`src/rtl/alu_issue_ctrl.sv`:
```
// alu_issue_ctrl: command sequencer that sits directly in front of an 8-bit
// combinational ALU.
//
// A command is accepted over a valid/ready handshake. The block then:
//   - reads two operands from a small register file,
//   - drives registered operands to the ALU,
//   - captures the ALU result and flags,
//   - writes the result back to the register file,
//   - pulses done.
// A separate load port can write the register file in any state.
//
// Ports
//   clk, rst                       clock, synchronous active-high reset
//   cmd_valid/cmd_ready            command handshake (ready only in IDLE)
//   cmd_op, cmd_use_c              ALU opcode; carry-in source select
//   cmd_rd, cmd_rs, cmd_rt         destination / source-a / source-b registers
//   ld_en, ld_addr, ld_data        register-file load port
//   alu_a/alu_b/alu_op/alu_cin     registered ALU operands
//   alu_out/alu_c_out/alu_zero     ALU result and flags
//   res_data/res_c/res_zero        last captured result; res_c is also the stored carry
//   done                           one-cycle completion pulse
//   dbg_addr/dbg_data              combinational register-file read
//
// state | meaning
// ------+-----------------------------------------------------------
// IDLE  | cmd_ready high; a handshake latches the command
// OPER  | operands read from the register file into alu_* registers
// EXEC  | ALU inputs stable; result, flags and writeback captured at the end edge
// DONE  | completion; done is registered out of this state, so it shows
//       | in the following cycle, which is also the next IDLE
module alu_issue_ctrl #(
    parameter int DW   = 8,
    parameter int NREG = 4
) (
    input  logic                    clk,
    input  logic                    rst,
    input  logic                    cmd_valid,
    output logic                    cmd_ready,
    input  logic [2:0]              cmd_op,
    input  logic                    cmd_use_c,
    input  logic [$clog2(NREG)-1:0] cmd_rd,
    input  logic [$clog2(NREG)-1:0] cmd_rs,
    input  logic [$clog2(NREG)-1:0] cmd_rt,
    input  logic                    ld_en,
    input  logic [$clog2(NREG)-1:0] ld_addr,
    input  logic [DW-1:0]           ld_data,
    output logic [DW-1:0]           alu_a,
    output logic [DW-1:0]           alu_b,
    output logic [2:0]              alu_op,
    output logic                    alu_cin,
    input  logic [DW-1:0]           alu_out,
    input  logic                    alu_c_out,
    input  logic                    alu_zero,
    output logic [DW-1:0]           res_data,
    output logic                    res_c,
    output logic                    res_zero,
    output logic                    done,
    input  logic [$clog2(NREG)-1:0] dbg_addr,
    output logic [DW-1:0]           dbg_data
);

    localparam int AW = $clog2(NREG);

    typedef enum logic [1:0] {
        S_IDLE = 2'd0,
        S_OPER = 2'd1,
        S_EXEC = 2'd2,
        S_DONE = 2'd3
    } state_t;

    state_t state, state_nxt;

    logic [DW-1:0] regs [NREG];
    logic [2:0]    op_q;
    logic          use_c_q;
    logic [AW-1:0] rd_q, rs_q, rt_q;
    logic          accept;

    assign cmd_ready = (state == S_IDLE);
    assign accept    = cmd_valid & cmd_ready;
    assign dbg_data  = regs[dbg_addr];

    always_ff @(posedge clk) begin
        if (rst) state <= S_IDLE;
        else     state <= state_nxt;
    end

    always_comb begin
        state_nxt = state;
        case (state)
            S_IDLE: if (accept) state_nxt = S_OPER;
            S_OPER: state_nxt = S_EXEC;
            S_EXEC: state_nxt = S_DONE;
            S_DONE: state_nxt = S_IDLE;
            default: state_nxt = S_IDLE;
        endcase
    end

    always_ff @(posedge clk) begin
        if (rst) begin
            op_q    <= '0;
            use_c_q <= 1'b0;
            rd_q    <= '0;
            rs_q    <= '0;
            rt_q    <= '0;
        end else if (accept) begin
            op_q    <= cmd_op;
            use_c_q <= cmd_use_c;
            rd_q    <= cmd_rd;
            rs_q    <= cmd_rs;
            rt_q    <= cmd_rt;
        end
    end

    // The alu_* registers load only in OPER, so the ALU sees stable inputs
    // between commands. The carry is taken from res_c, which is read here
    // before the EXEC of this command can update it.
    always_ff @(posedge clk) begin
        if (rst) begin
            alu_a   <= '0;
            alu_b   <= '0;
            alu_op  <= '0;
            alu_cin <= 1'b0;
        end else if (state == S_OPER) begin
            alu_a   <= regs[rs_q];
            alu_b   <= regs[rt_q];
            alu_op  <= op_q;
            alu_cin <= use_c_q ? res_c : op_q[0];
        end
    end

    always_ff @(posedge clk) begin
        if (rst) begin
            res_data <= '0;
            res_c    <= 1'b0;
            res_zero <= 1'b0;
            done     <= 1'b0;
        end else begin
            done <= (state == S_DONE);
            if (state == S_EXEC) begin
                res_data <= alu_out;
                res_c    <= alu_c_out;
                res_zero <= alu_zero;
            end
        end
    end

    // The writeback is the later assignment, so it overrides a load to the
    // same address in the same cycle.
    always_ff @(posedge clk) begin
        if (rst) begin
            for (int i = 0; i < NREG; i++) regs[i] <= '0;
        end else begin
            if (ld_en)            regs[ld_addr] <= ld_data;
            if (state == S_EXEC)  regs[rd_q]    <= alu_out;
        end
    end

endmodule

```
`config.mk`:
```
export PLATFORM = sky130hd
export DESIGN_NAME = alu_issue_ctrl
export DESIGN_NICKNAME = d
export VERILOG_FILES = /design/src/rtl/alu_issue_ctrl.sv
export SDC_FILE = /design/constraint.sdc
export NUM_CORES = 1
export LEC_CHECK = 0
export ABC_AREA = 1
export CORE_ASPECT_RATIO = 1.1
export CORE_MARGIN = 4
export CORE_UTILIZATION = 45
export CTS_BUF_LIST = sky130_fd_sc_hd__clkbuf_16
export DETAILED_ROUTE_END_ITERATION = 7
export GPL_TIMING_DRIVEN = 0
export PLACE_DENSITY = 0.7
export SLEW_MARGIN = 10
export SYNTH_ARGS = -nofsm -noshare
export SYNTH_HDL_FRONTEND = slang
export SYNTH_SLANG_ARGS = --single-unit
```
`constraint.sdc`:
```
create_clock -name clk -period 1.9 [get_ports clk]
set_input_delay 0.19 -clock clk [delete_from_list [all_inputs] [get_ports clk]]
set_output_delay 0.19 -clock clk [all_outputs]
set_load 0.02 [all_outputs]
```
==> results of run 1 <==
## power groups by stage
stage          Combinational (mW)  Sequential, mW  Clock [mW]
4_1_cts                      2.65            2.38        1.77
2_1_floorplan                1.26            2.67           0
3_5_place_dp                 2.65            2.41           0
5_1_grt                      2.89            2.44        1.84
6_report                     2.66            2.38        1.77
3_3_place_gp                 2.61            2.39           0
## tightest hold or removal path: stages
cell and delay [ps]:
clkdlybuf4s50_1 400, nor2_1 100, nor2_1 50
## state kept, by name, summed over array words and instances (netlist names)
register and count:
res_zero 1, rt_q 2, res_data 8, alu_a 8, alu_b 8, regs 32, state 2, alu_op 3
alu_cin 1, rd_q 2, done 1, res_c 1, rs_q 2, use_c_q 1, op_q 3
## area by class of cell
class	count	area, um^2
fillers	762	3270
flip-flops and latches	75	1820
multi-input cells	361	1770
repair buffers	75	749
clock buffers	11	275
well taps	111	139
inverters	36	135
plain buffers	23	126
clock inverters	5	37.5
## worst max path at each step
stage	startpoint	endpoint	cells after the start
floorplan	state[0]	regs[3][0]	7
global placement	dbg_addr[0]	dbg_data[6]	6
detailed placement	dbg_addr[0]	dbg_data[6]	6
CTS	dbg_addr[1]	dbg_data[7]	5
global route	state[0]	regs[3][4]	7
finish	state[0]	regs[3][4]	7
## synth_stat cells (all sizes together)
library cell,instances
nand2,130
o21ai,89
nor2,50
nand3,47
dfxtp,43
inv,34
a21oi,32
edfxtp,32
buf,16
o22ai,8
clkbuf,7
ha,4
clkinv,2
o211ai,1
## per-stage QoR
stage,setup TNS (ps),worst slack [ps],std cells
finish,0,150,697
global route,0,28.5,697
CTS,0,36.1,697
detailed placement,-10180,-456,681
global placement,-9260,-396,681
floorplan,0,264,495
## cell families (layout without fill, tap and decap cells)
group,after synthesis,in the layout,share of synthesized area (%)
flops,75,75,47.6
compound gates,130,130,18.6
buf+inv,59,150,6.76
fa+ha+maj,4,4,1.31
simple gates,227,227,25.8
## cells in the final DEF (no fill, tap or decap), types with 2 or more instances in the layout
cell / instances
clkdlybuf4s15_1: 2
nor2_1: 46
nand2_1: 124
o22ai_1: 8
buf_2: 11
edfxtp_1: 32
inv_1: 27
o21ai_2: 13
inv_6: 2
nand3_1: 42
a21oi_1: 32
clkinv_1: 3
o21ai_1: 19
dfxtp_1: 43
inv_2: 7
dlymetal6s2s_1: 2
o21ai_0: 57
clkbuf_16: 11
ha_1: 4
buf_4: 3
nor2_4: 3
nand2_2: 3
nand2_4: 3
nand3_2: 3
clkbuf_1: 7
dlygate4sd2_1: 6
nand3_4: 2
clkdlybuf4s50_1: 64
buf_6: 2
## routing by layer
layer	global-route usage [%]	routed length, um
met1	30.9	4980
met2	39.6	5620
met3	4.03	761
met4	9.45	256
met5	0	0
## repair_timing
action                     CTS  global route
resized for setup           17             5
cloned                       0             0
setup endpoints to repair   24            21
==> results.md, run 1 <==
- Critical path's slowest cell: dfxtp_1
- TritonCTS buffer count: 9
- Layout net count: 621
- Worst Tran Pin Value: 478 ps
- Syn Nets: 535
- Switching power: 2.61 mW
- CTS H-Tree Depth: 3
- Grt ovf: 0
- DR vias: 3,769
- Critical Path AT: 1770 ps
- Final period util: 92.1%
- Dominant cells by area after synthesis: edfxtp_1 25%, dfxtp_1 22%, nand2_1 12%
- Number of buffers added for setup after CTS: 0
- First-pass GRT wire length: 18,600 um
- Cell-internal power: 4.20 mW
- Final Power: 6.81 mW
- Hold_sp: alu_zero
- Kind of critical path: reg2reg
- CP dominant cell by count: inv_1
- R2R setup slack: 150 ps
- Die Height: 105 um
- Pwr/cell area: 1350 nW/um^2
- Yosys top cell by area: edfxtp_1
- VDD IR max: 0.685 mV
- DR DRC count: 0
- Crit path largest cell delay: 330 ps
- DPL Wire Length: 8960 um
- Share of cells above drive strength 1: 11.4%
- Reg2reg end: regs[3][4]
- Area growth syn-to-layout: 31.9%
- Iter 0 DRT Violations: 235
- ANT nets after route: 0
- Buffer and inverter count on the worst path: 3
- Synth unique cells: 24
- Status: complete, no violations
- Worst reg2reg path startpoint: state[0]
- Clock Tree Buf Depth: 2
- Placeable Area: 8320 um^2
- Highest Clock Rate: 0.571 GHz
- Largest net degree at the start of global routing: 15
- #FFs+latches synth: 75
- CTS tree: yes
- Final Critical Period: 1750 ps
- Critical Path Start Type: flop
- CP max FO: 10
- Initial antenna violation count: 0
- RePlAce Congestion: 0.884
- Worst path cell trace: inv_1 -> ha_1 -> inv_1 -> nor2_4 -> nand3_4 -> buf_6 -> nand3_2
- Final setup violation count: 0
- Leak Pwr: 2.12 nW
- Ys Warns: 0
- # diodes: 0
- Flop pwr share: 34.9%
- Worst path top cell family by delay: simple AND/OR/NAND/NOR gates
- Final Slew Violations: 0
- Mapped Cells: 495
- GRT Resource Usage Total: 24.0%
- Root Driver: clkbuf_16
- Rel. slew slack: 68.1%
- Skew-Pair Late Insertion Delay: 340 ps
- RSZ-0062 raised after global routing: no
- Cts-stage hold buffer count: 0
- Area share of the largest cell type after synthesis: 25.1%
- I/O pins: 76
- Maxcap violations: 0
- Placed cell area: 4720 um^2
- Req. time, crit path: 1920 ps
- Fin Clk Skew: 4.07 ps
- Worst Hold Class: in2reg
- Fin area: 5050 um^2
- Clock Power Share: 26.0%
- Post-DR vias/cell: 5.41
- Die width: 96.0 um
- Sequential fraction of the synthesis area: 47.6%
- Combinational fraction of design power: 39.1%
- Overall routed net length: 11,600 um
- Num Clock Sinks: 75
- Hold path depth: 3
- Utilization after layout: 60.7%
- Rows: 35
- CP endpoint kind: flop
- Clock slew at reported path FFs: 60 ps
- Detailed Routing Iterations Pass 1: 5
- Vias in the first global route: 3,709
- Synth Area per Inst: 7.74 um^2
- Switch share: 38.3%
- Post-Syn Area: 3830 um^2
- Hold EP: res_zero
- Number of port buffers: 75
- Drt wl/cell: 16.7 um
- Initial Utilization: 46.0%
- R2R cell count: 7
- Full die area: 10,100 um^2
- Hold Slack: 451 ps
- Final Hold Viols: 0
Note: power is estimated with default switching activity, not from simulation.
==> run 2: changes to the inputs <==
==> constraint.sdc (replaced) <==
create_clock -name clk -period 1.9 [get_ports clk]
set_input_delay 0.19 -clock clk [delete_from_list [all_inputs] [get_ports clk]]
set_output_delay 0.19 -clock clk [all_outputs]
set_load 0.01 [all_outputs]
==> results.md, run 2 (synthesis gave the netlist of run 1 again) <==
- Leak Pwr: 2.11 nW (was 2.12 nW)
- CP endpoint kind: primary output (was flop)
- Fin Clk Skew: 5.09 ps (was 4.07 ps)
- Largest net degree at the start of global routing: 15 (unchanged)
- Fin area: 5050 um^2 (about the same)
- Number of port buffers: 75 (unchanged)
- Share of cells above drive strength 1: 11.4% (unchanged)
- Status: complete, no violations (unchanged)
- CTS tree: yes (unchanged)
- CP max FO: 3 (was 10)
- DPL Wire Length: 8960 um (unchanged)
- Rows: 35 (unchanged)
- Post-place setup slack: -389 ps (was -456 ps)
- Highest Clock Rate: 0.537 GHz (was 0.571 GHz)
- Kind of critical path: reg2out (was reg2reg)
- Detailed Routing Iterations Pass 1: 5 (unchanged)
- Critical Path Start Type: flop (unchanged)
- Pwr/cell area: 1310 nW/um^2 (was 1350 nW/um^2)
- Utilization after layout: 60.7% (about the same)
- I/O pins: 76 (unchanged)
- Maxcap violations: 0 (unchanged)
- GRT Resource Usage Total: 24.0% (unchanged)
- Commonest cells after routing, fill and taps aside: 124 x nand2_1, 70 x clkdlybuf4s50_1, 57 x o21ai_0 (was 124 x nand2_1, 64 x clkdlybuf4s50_1, 57 x o21ai_0)
- Grt ovf: 0 (unchanged)
- Largest Register: regs (unchanged)
- Worst Tran Pin Value: 461 ps (was 478 ps)
- TritonCTS buffer count: 9 (unchanged)
- Hold_sp: alu_zero (unchanged)
- Final Hold Viols: 0 (unchanged)
- Overall routed net length: 11,600 um (about the same)
- Final Non-Filler Cells: 697 (unchanged)
- Layout net count: 621 (unchanged)
- Placeable Area: 8320 um^2 (unchanged)
- Area growth syn-to-layout: 31.8% (was 31.9%)
- Die Height: 105 um (unchanged)
- Post-Place Cells: 681 (unchanged)
- DR vias: 3,755 (was 3,769)
- Number of buffers added for setup after CTS: 0 (unchanged)
- FILL cells: 762 (unchanged)
- Post-route setup slack: 39.1 ps (was 150 ps)
- First-pass GRT wire length: 18,600 um (unchanged)
- Rel. slew slack: 69.3% (was 68.1%)
- RSZ-0062 raised after global routing: no (unchanged)
- Max FFs per register: 32 (unchanged)
- Full die area: 10,100 um^2 (unchanged)
- VDD IR max: 0.681 mV (was 0.685 mV)
- Post-DR vias/cell: 5.39 (was 5.41)
- CTS H-Tree Depth: 3 (unchanged)
- DR DRC count: 0 (unchanged)
- Most common cell after layout, fill and taps aside: nand2_1 (unchanged)
- Hold EP: res_zero (unchanged)
- Placed cell area: 4720 um^2 (unchanged)
- # diodes: 0 (unchanged)
- Skew-Pair Late Insertion Delay: 340 ps (about the same)
- Critical Path AT: 1670 ps (was 1770 ps)
- Worst reg2reg path startpoint: state[0] (unchanged)
- Iter 0 DRT Violations: 220 (was 235)
- Final setup violation count: 0 (unchanged)
- ANT nets after route: 0 (unchanged)
- Clock Tree Buf Depth: 2 (unchanged)
- Die width: 96.0 um (unchanged)
- Initial Utilization: 46.0% (unchanged)
- RePlAce Congestion: 0.884 (unchanged)
- Final Critical Period: 1860 ps (was 1750 ps)
- Req. time, crit path: 1710 ps (was 1920 ps)
- Initial antenna violation count: 0 (unchanged)
- R2R cell count: 7 (unchanged)
- Final setup TNS: 0 ps (unchanged)
- R2R setup slack: 150 ps (about the same)
- Cts-stage hold buffer count: 0 (unchanged)
- Worst Hold Class: in2reg (unchanged)
- Vias in the first global route: 3,709 (unchanged)
- Final period util: 97.9% (was 92.1%)
- Drt wl/cell: 16.6 um (was 16.7 um)
- Root Driver: clkbuf_16 (unchanged)
- Hold path depth: 3 (unchanged)
- Final Slew Violations: 0 (unchanged)
- Num Clock Sinks: 75 (unchanged)
- Reg2reg end: regs[3][1] (was regs[3][4])
- Clock slew at reported path FFs: 60 ps (about the same)
==> run 2: final cells by class <==
cell class / count / area [um^2] / share of cell area [%]
Tap cell: 111 / 139 / 2.75
Multi-Input combinational cell: 361 / 1770 / 35.0
Inverter: 36 / 135 / 2.68
Sequential cell: 75 / 1820 / 36.1
Timing Repair Buffer: 75 / 744 / 14.7
Clock buffer: 11 / 275 / 5.45
Buffer: 23 / 129 / 2.55
Clock inverter: 5 / 37.5 / 0.743
==> run 2: how the worst max path moves through the flow <==
stage | from | endpoint | slack, ps | cells after the start
2_1_floorplan | state[0] | regs[3][0] | 260 | 7
3_3_place_gp | dbg_addr[0] | dbg_data[6] | -330 | 6
3_5_place_dp | dbg_addr[0] | dbg_data[6] | -390 | 6
4_1_cts | dbg_addr[0] | dbg_data[7] | 10 | 6
5_1_grt | regs[2][5] | dbg_data[5] | 0.7 | 3
6_report | regs[2][5] | dbg_data[5] | 40 | 3
==> run 2: repair_timing <==
action,4_1_cts,5_1_grt
pin swaps,1,0
gates cloned,0,0
resized for setup,10,5
endpoints found under the setup margin,24,18
==> run 2: report_power, final <==
group / switching (mW) / internal, mW
clock: 0.720 / 1.05
combinational: 1.41 / 1.04
sequential: 0.258 / 2.12
==> run 2: metal layers <==
metal / global-route usage (%) / part of all wire (%) / up-vias
li1: - / - / 1843
met1: 30.9 / 43 / 1735
met2: 39.6 / 48 / 155
met3: 4.03 / 6.3 / 22
met4: 9.45 / 2.1 / 0
met5: 0 / 0 / -
==> run 2: worst max-delay path, cell delays in order, from the launching register on <==
cell and delay [ps]:
edfxtp_1 410, o21ai_0 120, o22ai_1 220, clkdlybuf4s50_1 580
==> run 2: through the flow <==
stage | hold WS [ps] | power (mW)
2_1_floorplan | 261 | 3.70
3_3_place_gp | 453 | 4.78
3_5_place_dp | 467 | 4.84
4_1_cts | 445 | 6.59
5_1_grt | 464 | 6.96
6_report | 443 | 6.60
==> run 3: changes to the inputs <==
--- a/config.mk
+++ b/config.mk
@@ -12,7 +12,8 @@
 export CTS_BUF_LIST = sky130_fd_sc_hd__clkbuf_16
 export DETAILED_ROUTE_END_ITERATION = 7
 export GPL_TIMING_DRIVEN = 0
-export PLACE_DENSITY = 0.7
+export PLACE_DENSITY = 0.73
+export REMOVE_ABC_BUFFERS = 1
 export SLEW_MARGIN = 10
 export SYNTH_ARGS = -nofsm -noshare
 export SYNTH_HDL_FRONTEND = slang
==> constraint.sdc (replaced) <==
create_clock -name clk -period 1.7 [get_ports clk]
set_input_delay 0.17 -clock clk [delete_from_list [all_inputs] [get_ports clk]]
set_output_delay 0.17 -clock clk [all_outputs]
set_load 0.01 [all_outputs]
==> results.md, run 3 (synthesis gave the netlist of run 1 again) <==
- Status: complete, no violations (unchanged)
- Most common cell after layout, fill and taps aside: nand2_1 (unchanged)
- First-pass GRT wire length: 16,700 um (was 18,600 um)
- Drt wl/cell: 15.1 um (was 16.6 um)
- Area growth syn-to-layout: 34.7% (was 31.8%)
- Die Height: 105 um (unchanged)
- Final Critical Period: 1660 ps
- Grt ovf: 0 (unchanged)
- Rows: 35 (unchanged)
- Clock slew at reported path FFs: 60 ps (about the same)
- Final Hold Viols: 0 (unchanged)
- Fin area: 5160 um^2 (was 5050 um^2)
- Clock Tree Buf Depth: 2 (unchanged)
- Placed cell area: 4600 um^2 (was 4720 um^2)
- GRT Resource Usage Total: 20.9% (was 24.0%)
- Detailed Routing Iterations Pass 1: 5 (unchanged)
- DR DRC count: 0 (unchanged)
- Final period util: 97.4%
- Die width: 96.0 um (unchanged)
- Final Power: 7.26 mW (was 6.60 mW)
- ANT nets after route: 0 (unchanged)
- Hold Slack: 324 ps (was 443 ps)
- Largest net degree at the start of global routing: 47 (was 15)
- Post-place setup slack: -799 ps (was -389 ps)
- Commonest cells after routing, fill and taps aside: 123 x nand2_1, 63 x clkdlybuf4s50_1, 57 x o21ai_0 (was 124 x nand2_1, 70 x clkdlybuf4s50_1, 57 x o21ai_0)
- Root Driver: clkbuf_16 (unchanged)
- CTS H-Tree Depth: 3 (unchanged)
- Pwr/cell area: 1410 nW/um^2 (was 1310 nW/um^2)
- Post-route setup slack: 43.5 ps (was 39.1 ps)
- CP max FO: 8 (was 3)
- Largest Register: regs (unchanged)
- TritonCTS buffer count: 9 (unchanged)
- Rel. slew slack: 58.0% (was 69.3%)
- VDD IR max: 0.991 mV (was 0.681 mV)
- Maxcap violations: 0 (unchanged)
- Layout net count: 617 (was 621)
- Full die area: 10,100 um^2 (unchanged)
- Final setup violation count: 0 (unchanged)
- Critical Path Start Type: flop (unchanged)
- DR vias: 3,628 (was 3,755)
- Critical Path AT: 1750 ps (was 1670 ps)
- Final Slew Violations: 0 (unchanged)
- Fin Clk Skew: 6.85 ps (was 5.09 ps)
- Placeable Area: 8320 um^2 (unchanged)
- Cts-stage hold buffer count: 0 (unchanged)
- Worst Hold Class: in2reg (unchanged)
- Critical path's slowest cell: dfxtp_1 (was clkdlybuf4s50_1)
- CTS tree: yes (unchanged)
- Worst path cell trace: inv_2 -> ha_4 -> inv_1 -> nor2_4 -> buf_6 -> nand3_4 -> nand3_1 -> o21ai_2 (was o21ai_0 -> o22ai_1 -> clkdlybuf4s50_1)
- Number of port buffers: 75 (unchanged)
- Highest Clock Rate: 0.604 GHz
- R2R setup slack: 40 ps (was 150 ps)
- Num Clock Sinks: 75 (unchanged)
- # diodes: 0 (unchanged)
- Initial Utilization: 46.0% (unchanged)
- DPL Wire Length: 7010 um (was 8960 um)
- Initial antenna violation count: 0 (unchanged)
- Skew-Pair Late Insertion Delay: 340 ps (about the same)
- I/O pins: 76 (unchanged)
- Kind of critical path: reg2reg (was reg2out)
- Post-DR vias/cell: 5.24 (was 5.39)
- RePlAce Congestion: 0.856 (was 0.884)
- Leak Pwr: 2.11 nW (about the same)
- Req. time, crit path: 1800 ps (was 1710 ps)
- Worst Tran Pin Value: 629 ps (was 461 ps)
- RSZ-0062 raised after global routing: yes (was no)
- Crit path largest cell delay: 350 ps (was 580 ps)
- Max FFs per register: 32 (unchanged)
- CP endpoint kind: flop (was primary output)
- Vias in the first global route: 3,413 (was 3,709)
- Iter 0 DRT Violations: 214 (was 220)
- Overall routed net length: 10,500 um (was 11,600 um)
- Share of cells above drive strength 1: 13.4% (was 11.4%)
## run 3: per-layer routing
layer / GRT usage (%) / routed length (um)
met5: 0 / 0
met4: 7.93 / 192
met3: 4.18 / 599
met2: 34.5 / 5210
met1: 26.6 / 4500
## run 3: timing repair
action                                  CTS  global route
cloned                                    2             1
gates resized for setup                  31            11
pin swaps                                 4             2
buffers inserted                         15             1
endpoints found under the setup margin   93            67
## run 3: path summary, 6_finish.rpt
| check | start | endpoint | cells past startpoint |
|---|---|---|---|
| max | state[0] | regs[2][4] | 8 |
| min | rst | done | 2 |
| max reg2reg | state[0] | regs[2][4] | 8 |
| min reg2reg | use_c_q | use_c_q | 2 |
## run 3: stage by stage
| step | cells | utilization [%] | setup TNS [ps] |
|---|---|---|---|
| after global routing | 693 | 62.0 | -417 |
| after floorplan | 472 | - | -8350 |
| final | 693 | 62.0 | 0 |
| after global placement | 658 | 55.2 | -38340 |
| after CTS | 691 | 61.2 | 0 |
| after detailed placement | 658 | 55.2 | -44770 |
## run 3: worst max-delay path, delay by kind of cell (launching register included)
family                     cells  cell delay (ps)
buffers and inverters          3              300
AOI/OAI and AO/OA              1               60
adders and majority gates      1              130
and+or+nand+nor                3              560
DFF                            1              350
## run 3: power by group
part           switching [mW]  total, mW  internal [mW]  leakage, nW
registers               0.411       2.78           2.37        0.687
clock network           0.793       1.93           1.13        0.142
logic                    1.39       2.55           1.17         1.28
## run 3: layout make-up
type	instances	area [um^2]
multi-input combinational	363	1870
sequential	75	1820
tap	111	139
clock inverter	7	67.6
timing repair buffer	91	860
clock buffer	9	225
inverter	36	165
fill	697	3160
timing repair inverter	1	8.76
